**src/rtl/ones_pkg.sv**
```systemverilog
// Shared types and default widths for the ones stream generator.
// The FSM states and parameter defaults live here so every file agrees on them.
package ones_pkg;

    localparam int LEN_W_DEF = 8;
    localparam int CNT_W_DEF = 4;

    typedef enum logic [1:0] {
        IDLE = 2'd0,
        RUN  = 2'd1,
        DONE = 2'd2
    } state_t;

endpackage

```
**src/rtl/ones_spread_acc.sv**
```systemverilog
// Bresenham-style accumulator that spreads `ones` ones evenly over `len` bits,
// plus the bit index that flags the last bit of the stream.
module ones_spread_acc
    import ones_pkg::*;
#(
    parameter int LEN_W = LEN_W_DEF
) (
    input  logic             clk,
    input  logic             reset,
    input  logic             load,
    input  logic             step,
    input  logic [LEN_W-1:0] len_in,
    input  logic [LEN_W-1:0] ones_in,
    output logic             bit_out,
    output logic             last
);
    logic [LEN_W-1:0] len_q;
    logic [LEN_W-1:0] ones_q;
    logic [LEN_W:0]   acc_q;
    logic [LEN_W-1:0] idx_q;
    logic [LEN_W:0]   sum;

    // acc stays below len, so acc + ones always fits in LEN_W+1 bits.
    always_comb begin
        sum     = acc_q + {1'b0, ones_q};
        bit_out = (sum >= {1'b0, len_q});
        last    = (idx_q == (len_q - LEN_W'(1)));
    end

    // NOTE: non-blocking assignments for every register so all flops update
    // together from pre-edge values, regardless of statement order.
    always_ff @(posedge clk) begin
        if (reset) begin
            len_q  <= '0;
            ones_q <= '0;
            acc_q  <= '0;
            idx_q  <= '0;
        end else if (load) begin
            len_q  <= len_in;
            ones_q <= ones_in;
            acc_q  <= '0;
            idx_q  <= '0;
        end else if (step) begin
            acc_q <= bit_out ? (sum - {1'b0, len_q}) : sum;
            idx_q <= idx_q + LEN_W'(1);
        end
    end

endmodule

```
**src/rtl/ones_stream_gen.sv**
```systemverilog
// Emits a serial stream of req_len bits containing exactly req_ones ones, plus
// the running ones tally a downstream ones counter is expected to show.
module ones_stream_gen
    import ones_pkg::*;
#(
    parameter int LEN_W = LEN_W_DEF,
    parameter int CNT_W = CNT_W_DEF
) (
    input  logic             clk,
    input  logic             reset,
    input  logic             req_valid,
    output logic             req_ready,
    input  logic [LEN_W-1:0] req_len,
    input  logic [LEN_W-1:0] req_ones,
    output logic             data,
    output logic             data_valid,
    output logic [CNT_W-1:0] exp_count,
    output logic             done,
    output logic             err
);
    state_t state_q, state_d;
    logic   accept;
    logic   reject;
    logic   acc_bit;
    logic   last;

    ones_spread_acc #(.LEN_W(LEN_W)) u_acc (
        .clk     (clk),
        .reset   (reset),
        .load    (accept),
        .step    (data_valid),
        .len_in  (req_len),
        .ones_in (req_ones),
        .bit_out (acc_bit),
        .last    (last)
    );

    always_ff @(posedge clk) begin
        if (reset) state_q <= IDLE;
        else       state_q <= state_d;
    end

    // NOTE: every output of this block gets a default first, so no path
    // through the case statement can leave one unassigned and infer a latch.
    always_comb begin
        state_d    = state_q;
        req_ready  = 1'b0;
        data_valid = 1'b0;
        done       = 1'b0;
        accept     = 1'b0;
        reject     = 1'b0;
        case (state_q)
            IDLE: begin
                req_ready = 1'b1;
                if (req_valid) begin
                    if ((req_len == '0) || (req_ones > req_len)) begin
                        reject = 1'b1;
                    end else begin
                        accept  = 1'b1;
                        state_d = RUN;
                    end
                end
            end
            RUN: begin
                data_valid = 1'b1;
                if (last) state_d = DONE;
            end
            DONE: begin
                done    = 1'b1;
                state_d = IDLE;
            end
            default: state_d = IDLE;
        endcase
        data = data_valid & acc_bit;
    end

    // The tally lags the bit by one cycle, matching a registered ones counter.
    always_ff @(posedge clk) begin
        if (reset) begin
            exp_count <= '0;
            err       <= 1'b0;
        end else begin
            err <= reject;
            if (accept)    exp_count <= '0;
            else if (data) exp_count <= exp_count + CNT_W'(1);
        end
    end

endmodule

```
**config.mk**
```make
export PLATFORM = sky130hd
export DESIGN_NAME = ones_stream_gen
export DESIGN_NICKNAME = d
export VERILOG_FILES = /design/src/rtl/ones_pkg.sv /design/src/rtl/ones_spread_acc.sv /design/src/rtl/ones_stream_gen.sv
export SDC_FILE = /design/constraint.sdc
export NUM_CORES = 1
export LEC_CHECK = 0
export ABC_AREA = 1
export BUFFER_PORTS_ARGS = -buffer_cell sky130_fd_sc_hd__buf_2
export CAP_MARGIN = 20
export CORE_MARGIN = 4
export CORE_UTILIZATION = 54
export CTS_CLUSTER_DIAMETER = 30
export DETAILED_ROUTE_END_ITERATION = 6
export HOLD_SLACK_MARGIN = 0.02
export PLACE_DENSITY = 0.79
export SLEW_MARGIN = 30
export SYNTH_ARGS = -nofsm -noshare
export SYNTH_HDL_FRONTEND = slang
export SYNTH_SLANG_ARGS = --single-unit
```
**constraint.sdc**
```tcl
create_clock -name clk -period 2.8 [get_ports clk]
set_input_delay 0.56 -clock clk [delete_from_list [all_inputs] [get_ports clk]]
set_output_delay 0.56 -clock clk [all_outputs]
set_load 0.01 [all_outputs]
```
Yosys cells after proc, flatten, opt, wreduce, memory -nomap -nowiden:

Index checks and enable logic that the tools add are counted.

* $add $sub $neg: 5
* $lt $le $gt $ge: 2
* eq/ne operators: 6
* mux-type cells: 12
* bitwise operators: 3
* reduce and logical (&&, ||, !) cells: 6

Operators by type and width (number)
* 9-bit by 8-bit adder with 9-bit output: 1
* 9-bit by 8-bit >= comparator with 1-bit output: 1
* 9-bit 2-to-1 mux: 1
* 9-bit by 8-bit subtractor with 9-bit output: 1
* 8-bit by 1-bit adder with 8-bit output (second input constant): 1
* 8-bit equality test: 1
* 8-bit > comparator: 1
* 8-bit logical NOT: 1
* 8-bit by 1-bit subtractor with 8-bit output (second input constant): 1
* 1-bit 2-to-1 mux: 7
* 2-bit 2-to-1 mux: 3
* 2-bit != test (second input constant): 3
* 4-bit by 1-bit adder with 4-bit output (second input constant): 1
* 2-bit one-hot mux with 2 select lines: 1
* 3-bit AND reduction: 1
* 3-bit OR reduction: 1
* 2-bit by 1-bit equality test with 1-bit output (second input constant): 1
* 2-bit equality test (second input constant): 1
* 2-bit logical NOT: 1
* 1-bit inverter: 2
* 2-bit OR reduction: 1
* 1-bit AND: 1
* 1-bit logical OR: 1

* register bits: 40
* input bits: 19
* output and inout port bits: 9
* word-level logic and storage cells: 41

Logic depth before layout (Yosys ltp):

Gate-level depths: netlist of run 1.

* depth after elaboration: 6
* gate-level depth with buffers: 19
* mapped depth without buffers: 19

Hierarchy:

A second synthesis of run 1 with hierarchy kept.

* cell total of the unflattened synthesis: 420
* area total of the unflattened synthesis: 2864.0 µm²

By module, submodules not included
* ones_spread_acc: instances 1, cells an instance 342, area an instance 2319.7 µm², sequential area each 660.6 µm²
* ones_stream_gen: instances 1, cells an instance 78, area an instance 544.3 µm², sequential area each 140.1 µm²

Worst setup path before layout of run 1:

OpenSTA, ideal clock, no wires.

* path kind: register to output
* start: register u_acc.acc_q[0]
* end: output port data
* arrival time: 2.297 ns
* slack: -0.057 ns
* stages on the path, launching flop included: 13
* buffers on the path: 0
* path through: dfxtp_1 ha_1 fa_1 nand3_1 nand3_2 xor2_1 ha_1 nand2_1 nand2_1 a21oi_2 nand2_2 a21oi_4 a21oi_4

* cells in the longest elaborated chain, start to end: 3

Ends and longest elaborated chain
* from (decl): line ones_spread_acc.sv:19 `logic [LEN_W:0] acc_q;`
* from (signal assigned): line ones_spread_acc.sv:44 `acc_q <= bit_out ? (sum - {1'b0, len_q}) : sum;`
* 9-bit by 8-bit adder with 9-bit output: line ones_spread_acc.sv:25 `sum = acc_q + {1'b0, ones_q};`
* 9-bit by 8-bit >= comparator with 1-bit output: line ones_spread_acc.sv:26 `bit_out = (sum >= {1'b0, len_q});`
* 1-bit AND: line ones_stream_gen.sv:74 `data = data_valid & acc_bit;`
* to (decl): line ones_stream_gen.sv:15 `output logic data,`

No other way between the ends.

Worst setup path after layout of run 1:

Same ends and word-level chain as after synthesis.

==> impl_metrics.json, run 1 <==
{
  "wl_per_cell_um": 14.5,
  "vias": 3035,
  "use_met3_pct": 4.61,
  "path_delay_family": "adder cells",
  "ys_seq_area_share_pct": 27.3,
  "fin_cells": 561,
  "synthCells": 436,
  "cp_cell_sequence": "ha_4 -> fa_2 -> nand2_2 -> nand3_2 -> nand2_1 -> nand2_2 -> ha_4 -> nand2_4 -> inv_1 -> a21oi_2 -> nand2_2 -> a21oi_4 -> a21oi_4 -> buf_6",
  "synth_edf_count": 0,
  "routed_wl_um": 8130,
  "dr.first_iter.drc_count": 278,
  "final_hold_viol_count": 0,
  "clock_latency_ps": 310,
  "crit_required_ps": 2240,
  "place_inst": 541,
  "cp.arrival_ps": 2600,
  "status": "finished, violations left",
  "vdd_ir_drop_max_mv": 0.476,
  "finalMaxSlewViolations": 0,
  "critical_path_class": "flip-flop to output port",
  "grt_max_degree": 23,
  "clock-sinks": 40,
  "place_ws_ps": -123,
  "final_net_count": 538,
  "grt_pass1_vias": 2741,
  "io_pins": 28,
  "setup_viol": 12,
  "use_met2_pct": 41.1,
  "start_util_pct": 56.7,
  "path_buf_inv": 2,
  "antenna_found_initial": 0,
  "drc": 0,
  "die_h_um": 81.7,
  "drive_gt1_share_pct": 24.8,
  "syn-cell-area_um2": 2930,
  "design_area_um2": 3750,
  "finalClockSkew_ps": 11.5,
  "max_cap_viol_count": 0,
  "cts.clk_slew.worst_paths_ps": 80,
  "h-tree-depth": 2,
  "rsz0062_at_grt": "true",
  "dpl_cell_area_um2": 3230,
  "yosys.area.top_type": "dfxtp_1",
  "grt-ovfl-total": 0,
  "vias_per_cell": 5.41,
  "yosys.area.top_type_share_pct": 27.3,
  "hold_class": "flip-flop to flip-flop",
  "worst_slew_pin_slew_ps": 743,
  "violations": "setup timing",
  "synth-main-ff-cell": "dfxtp_1",
  "critPathSlowestCell": "fa_2",
  "cts_made_buffers": 5,
  "gr-max-usage-layer": "met2",
  "max-slew-margin-rel_pct": 50.3,
  "hpwlAfterDp_um": 5320,
  "crit_top_cell": "nand2_2",
  "period_needed_ps": 3160,
  "fill_cells": 374,
  "syn_nets": 484,
  "tritoncts": "yes",
  "end_kind": "output port",
  "synth.avg_cell_area_um2": 6.73,
  "finalCritPeriodShare_pct": 113,
  "powerDensity_nw_per_um2": 738,
  "ys_warn_count": 0,
  "fmax_mhz": 316,
  "grt_pass1_wl_um": 12100,
  "p_leak_nw": 1.90,
  "area_delta_synth_final_pct": 27.8,
  "synth_cell_types": 30,
  "netlist_top_cells_count": "136 x nand2_1, 66 x inv_1, 40 x dfxtp_1",
  "cts-root-buf": "clkbuf_8",
  "rows": 26,
  "drtAntennaViolNets": 0,
  "globalplace.congestion": 0.923,
  "die_x_um": 81.7,
  "dieArea_um2": 6670,
  "track_usage_pct": 23.4,
  "n_antenna_cell": 0,
  "port_buffers": 27,
  "worst_setup_path_start_kind": "flip-flop",
  "placeableCoreArea_um2": 5170,
  "first_pass_iters": 5,
  "cp_slowest_stage_delay_ps": 390,
  "async_reset_ff_share_pct": 0,
  "clock_tree.buffer_depth": 2,
  "yosysMostFrequentCell": "nand2_1",
  "layout_setup_ws_ps": -365,
  "cp_max_fo": 4,
  "ys_top_cells_by_area": "dfxtp_1 27%, nand2_1 17%, ha_1 12%, inv_1 8.4%, nand3_1 6.5%",
  "synth_seq_cells": 40,
  "use_met1_pct": 27.5,
  "cts_hold_buf": 0
}
[per-layer routing]
layer	wire, µm	vias up	part of all wire, %
li1	-	1494	-
met1	3350	1370	41
met2	3800	133	47
met3	588	38	7.2
met4	390	0	4.8
met5	0	-	0
[worst register-to-register path, delay by kind of cell (launching register included)]
family          cells  cell delay [ps]
compound gates      2              300
buf+inv             9              900
xor+xnor            1              160
fa+ha+maj           2              620
simple gates        7              730
flops               1              340
[through the flow]
step                utilization (%)  hold WS [ps]  setup TNS (ps)  total power (W)
floorplan                         -           423           -15.8          0.00141
global placement               62.4           441           -55.9          0.00165
detailed placement             62.4           447            -450          0.00167
CTS                            66.3           461            -330          0.00223
global route                   72.5           481           -5240          0.00293
finish                         72.5           454           -3200          0.00277
[cells in the final DEF (no fill, tap or decap), types with 2 or more instances in the layout]
cell      netlist  layout
a21oi_1        16      14
a21oi_2         3       5
a21oi_4         2       2
buf_2           4      26
buf_4           1      22
buf_6           3       5
clkbuf_8        0       6
dfxtp_1        40      36
dfxtp_2         0       4
ha_1           27      17
ha_4            0      10
inv_1          66      64
inv_2           0       2
nand2_1       136     126
nand2_2         5      13
nand2_4         1       2
nand2_8         0       2
nand3_1        38      30
nand3_2         3      10
nand4_1        13      13
nor2_1         30      29
nor3_1          2       2
nor4_1          3       3
o21a_1          2       2
o21ai_0        11      11
or2_2           2       2
xnor2_1         2       2
xor2_1         17      15
xor2_2          0       2
[sequential cells by signal (all words and copies together) (netlist names)]
register	flops
err	1
u_acc.len_q	8
u_acc.idx_q	8
u_acc.acc_q	9
state_q	2
exp_count	4
u_acc.ones_q	8
[power by group]
group | switching (W) | internal [W]
registers | 0.0000386 | 0.000612
clock network | 0.000220 | 0.000292
logic | 0.000864 | 0.000738
[area by class of cell]
cell class	count	area, µm²	share of cell area, %
well taps	70	87.6	2.34
multi-input cells	322	2100	56.0
clock inverters	2	38.8	1.03
inverters	66	248	6.61
clock buffers	6	82.6	2.20
flip-flops and latches	40	806	21.5
repair buffers	55	387	10.3
[worst paths after layout]
kind / startpoint / end / slack (ps) / depth (start not counted)
max: u_acc.acc_q[0]$_SDFFE_PP0P_ / data / -360 / 14
min: u_acc.ones_q[6]$_SDFFE_PP0P_ / u_acc.ones_q[6]$_SDFFE_PP0P_ / 450 / 2
min reg2reg: u_acc.ones_q[6]$_SDFFE_PP0P_ / u_acc.ones_q[6]$_SDFFE_PP0P_ / 450 / 2
max reg2reg: u_acc.ones_q[2]$_SDFFE_PP0P_ / u_acc.acc_q[4]$_SDFFE_PP0P_ / -350 / 21
[what timing repair did]
item / CTS / global route
buffers inserted: 2 / 9
endpoints found under the setup margin: 12 / 13
pin swaps: 8 / 16
resized for setup: 9 / 46
cloned: 0 / 1
[kinds of logic after synthesis]
logic type	share of synthesized area (%)
flops	27.3
fa+ha+maj	12.9
simple gates	34.8
compound gates	7.89
xor+xnor	6.44
buf+inv	10.7
Power figures use the tool's default switching activity.
==> inputs of run 2 (changes only) <==
CORE_UTILIZATION = 40   (was 54)
PLACE_DENSITY = 0.62   (was 0.79)
SYNTH_HIERARCHICAL = 1   (was unset)
==> impl_metrics.json, run 2 <==
{
  "status": "finished, violations left",
  "violations": "setup timing",
  "finalClockSkew_ps": 12.3,
  "vdd_ir_drop_max_mv": 0.298,
  "final_hold_viol_count": 0,
  "worst_setup_path_start_kind": "flip-flop",
  "critical_path_class": "flip-flop to output port",
  "synth.avg_cell_area_um2": 6.82,
  "p_sw_share_pct": 41.2,
  "cp.arrival_ps": 2540,
  "yosys.area.top_type_share_pct": 28.0,
  "largest_reg_flops": 9,
  "final_cell_mix": "106 x nand2_1, 61 x inv_1, 39 x nor2_1, 35 x dfxtp_1, 32 x buf_4",
  "end_kind": "output port",
  "p_comb_share_pct": 55.4,
  "use_met2_pct": 31.0,
  "r2r_slack_ps": -60,
  "dieArea_um2": 8580,
  "ys_seq_area_share_pct": 28.0,
  "ys_top_cells_by_area": "dfxtp_1 28%, nand2_1 14%, ha_1 12%, inv_1 8.4%, a21oi_1 5.9%",
  "internal_power_w": 0.00139,
  "hpwlAfterDp_um": 5680,
  "crit_required_ps": 2240,
  "vias": 2759,
  "use_met3_pct": 2.44,
  "track_usage_pct": 17.8,
  "sequentialPowerShare_pct": 27.8,
  "antenna_found_initial": 0,
  "io_pins": 28,
  "post-route-util_pct": 52.7,
  "dr.first_iter.drc_count": 132,
  "n_antenna_cell": 0,
  "drive_gt1_share_pct": 23.5,
  "globalplace.congestion": 0.826,
  "cp_max_fo": 4,
  "max_cap_viol_count": 0,
  "synth_seq_cells": 40,
  "layout_commonest_cell": "nand2_1",
  "place_ws_ps": -90.8,
  "netlist_top_cells_count": "110 x nand2_1, 64 x inv_1, 41 x nor2_1",
  "syn_nets": 468,
  "fmax_mhz": 322,
  "synthCells": 420,
  "clock_latency_ps": 290,
  "cts-root-buf": "clkbuf_8",
  "clock-sinks": 40,
  "grt-ovfl-total": 0,
  "rows": 30,
  "port_buffers": 27,
  "cts_made_buffers": 5,
  "cts.clk_slew.worst_paths_ps": 80,
  "rsz0062_at_grt": "true",
  "period_needed_ps": 3100,
  "grt_pass1_wl_um": 12200,
  "routed_wl_um": 7220,
  "ys_warn_count": 6,
  "first_pass_iters": 4,
  "drtAntennaViolNets": 0,
  "start_util_pct": 41.7,
  "powerDensity_nw_per_um2": 651,
  "clock_tree.buffer_depth": 2,
  "yosysMostFrequentCell": "nand2_1",
  "die_x_um": 92.6,
  "hold_class": "flip-flop to flip-flop",
  "finalMaxSlewViolations": 0,
  "fin_cells": 577,
  "syn-cell-area_um2": 2860,
  "final_net_count": 528,
  "async_reset_ff_share_pct": 0,
  "p_switching_w": 0.000971,
  "wl_per_cell_um": 12.5,
  "layout_setup_ws_ps": -304,
  "vias_per_cell": 4.78,
  "clockPowerShare_pct": 16.7,
  "die_h_um": 92.6,
  "worst_slew_pin_slew_ps": 545,
  "grt_max_degree": 25,
  "area_delta_synth_final_pct": 26.5,
  "grt_pass1_vias": 2633,
  "gr-max-usage-layer": "met2",
  "largest_register": "u_acc/acc_q",
  "whs_ps": 476,
  "yosys.area.top_type": "dfxtp_1",
  "placeableCoreArea_um2": 6870,
  "tritoncts": "yes",
  "synth-main-ff-cell": "dfxtp_1",
  "h-tree-depth": 2,
  "synth_edf_count": 0,
  "place_inst": 560,
  "max-slew-margin-rel_pct": 63.7,
  "p_leak_nw": 1.75,
  "setup_viol": 2,
  "use_met1_pct": 22.5,
  "finalCritPeriodShare_pct": 111,
  "drc": 0,
  "synth_cell_types": 35
}
[run 2: cell types whose count changed in the layout (fill, tap and decap cells not counted), moves of 10 or more]
cell | before | now
nor2_1 | 29 | 39
nand2_1 | 126 | 106
a21oi_1 | 14 | 29
nand3_1 | 30 | 14
buf_4 | 22 | 32
[run 2: area by class of cell]
class / instances / area, µm²
Tap cell: 96 / 120
Fill cell: 670 / 3250
Sequential cell: 40 / 807
Inverter: 64 / 240
Timing Repair Buffer: 61 / 404
Clock buffer: 6 / 72.6
Clock inverter: 2 / 16.3
Multi-Input combinational cell: 308 / 1960
[run 2: cells by family (layout without fill, tap and decap cells)]
| kind of cell | count (synthesis) | in the layout | share of synthesized area (%) |
|---|---|---|---|
| buffers and inverters | 72 | 133 | 9.74 |
| adders and majority gates | 29 | 29 | 13.2 |
| muxes | 1 | 1 | 0.393 |
| and+or+nand+nor | 202 | 202 | 31.2 |
| AOI/OAI and AO/OA | 55 | 55 | 11.1 |
| xor gates and xnor gates | 21 | 21 | 6.42 |
| DFF | 40 | 40 | 28.0 |
[run 2: stage by stage]
stage | power [W] | cell area, µm² | TNS, ps
after floorplan | 0.00145 | 2920 | 0
after global placement | 0.00180 | 3320 | -95.7
after detailed placement | 0.00181 | 3320 | -146
after CTS | 0.00229 | 3540 | -311
after global routing | 0.00255 | 3620 | -1150
final | 0.00236 | 3620 | -360
[run 2: what timing repair did]
item / in CTS / in global routing
buffers inserted: 7 / 2
gates resized for setup: 15 / 16
pin swaps: 11 / 7
setup endpoints to repair: 2 / 14
hold buffers: 0 / 0
[run 2: power by group through the flow]
stage          sequential (W)  clock, W  combinational, W
2_1_floorplan        0.000655         0          0.000799
3_3_place_gp         0.000663         0           0.00113
3_5_place_dp         0.000665         0           0.00114
4_1_cts              0.000655  0.000407           0.00123
5_1_grt              0.000664  0.000431           0.00146
6_report             0.000657  0.000395           0.00131
[run 2: final timing paths]
| kind | from | to | cells past startpoint |
|---|---|---|---|
| worst max-delay path | u_acc/acc_q[0]$_SDFFE_PP0P_ | data | 14 |
| worst min-delay path | u_acc/acc_q[5]$_SDFFE_PP0P_ | u_acc/acc_q[5]$_SDFFE_PP0P_ | 2 |
| worst max register to register | u_acc/acc_q[0]$_SDFFE_PP0P_ | exp_count[1]$_SDFFE_PP0P_ | 18 |
| worst min register to register | u_acc/acc_q[5]$_SDFFE_PP0P_ | u_acc/acc_q[5]$_SDFFE_PP0P_ | 2 |
[run 2: metal layers]
| layer | routed length [µm] | up-vias |
|---|---|---|
| met2 | 3460 | 35 |
| li1 | - | 1477 |
| met3 | 138 | 8 |
| met1 | 3450 | 1239 |
| met5 | 0 | - |
| met4 | 170 | 0 |
[run 2: critical path, cell delays in order (launching register included)]
cell and delay (ps):
dfxtp_2 340, ha_4 160, fa_2 370, buf_6 140, xor2_2 140, ha_1 340, a21oi_1 160, nand2_1 80
nand2_1 80, nand2_2 70, nand2_4 80, nand3_4 70, inv_2 70, nor2_4 40, buf_6 110
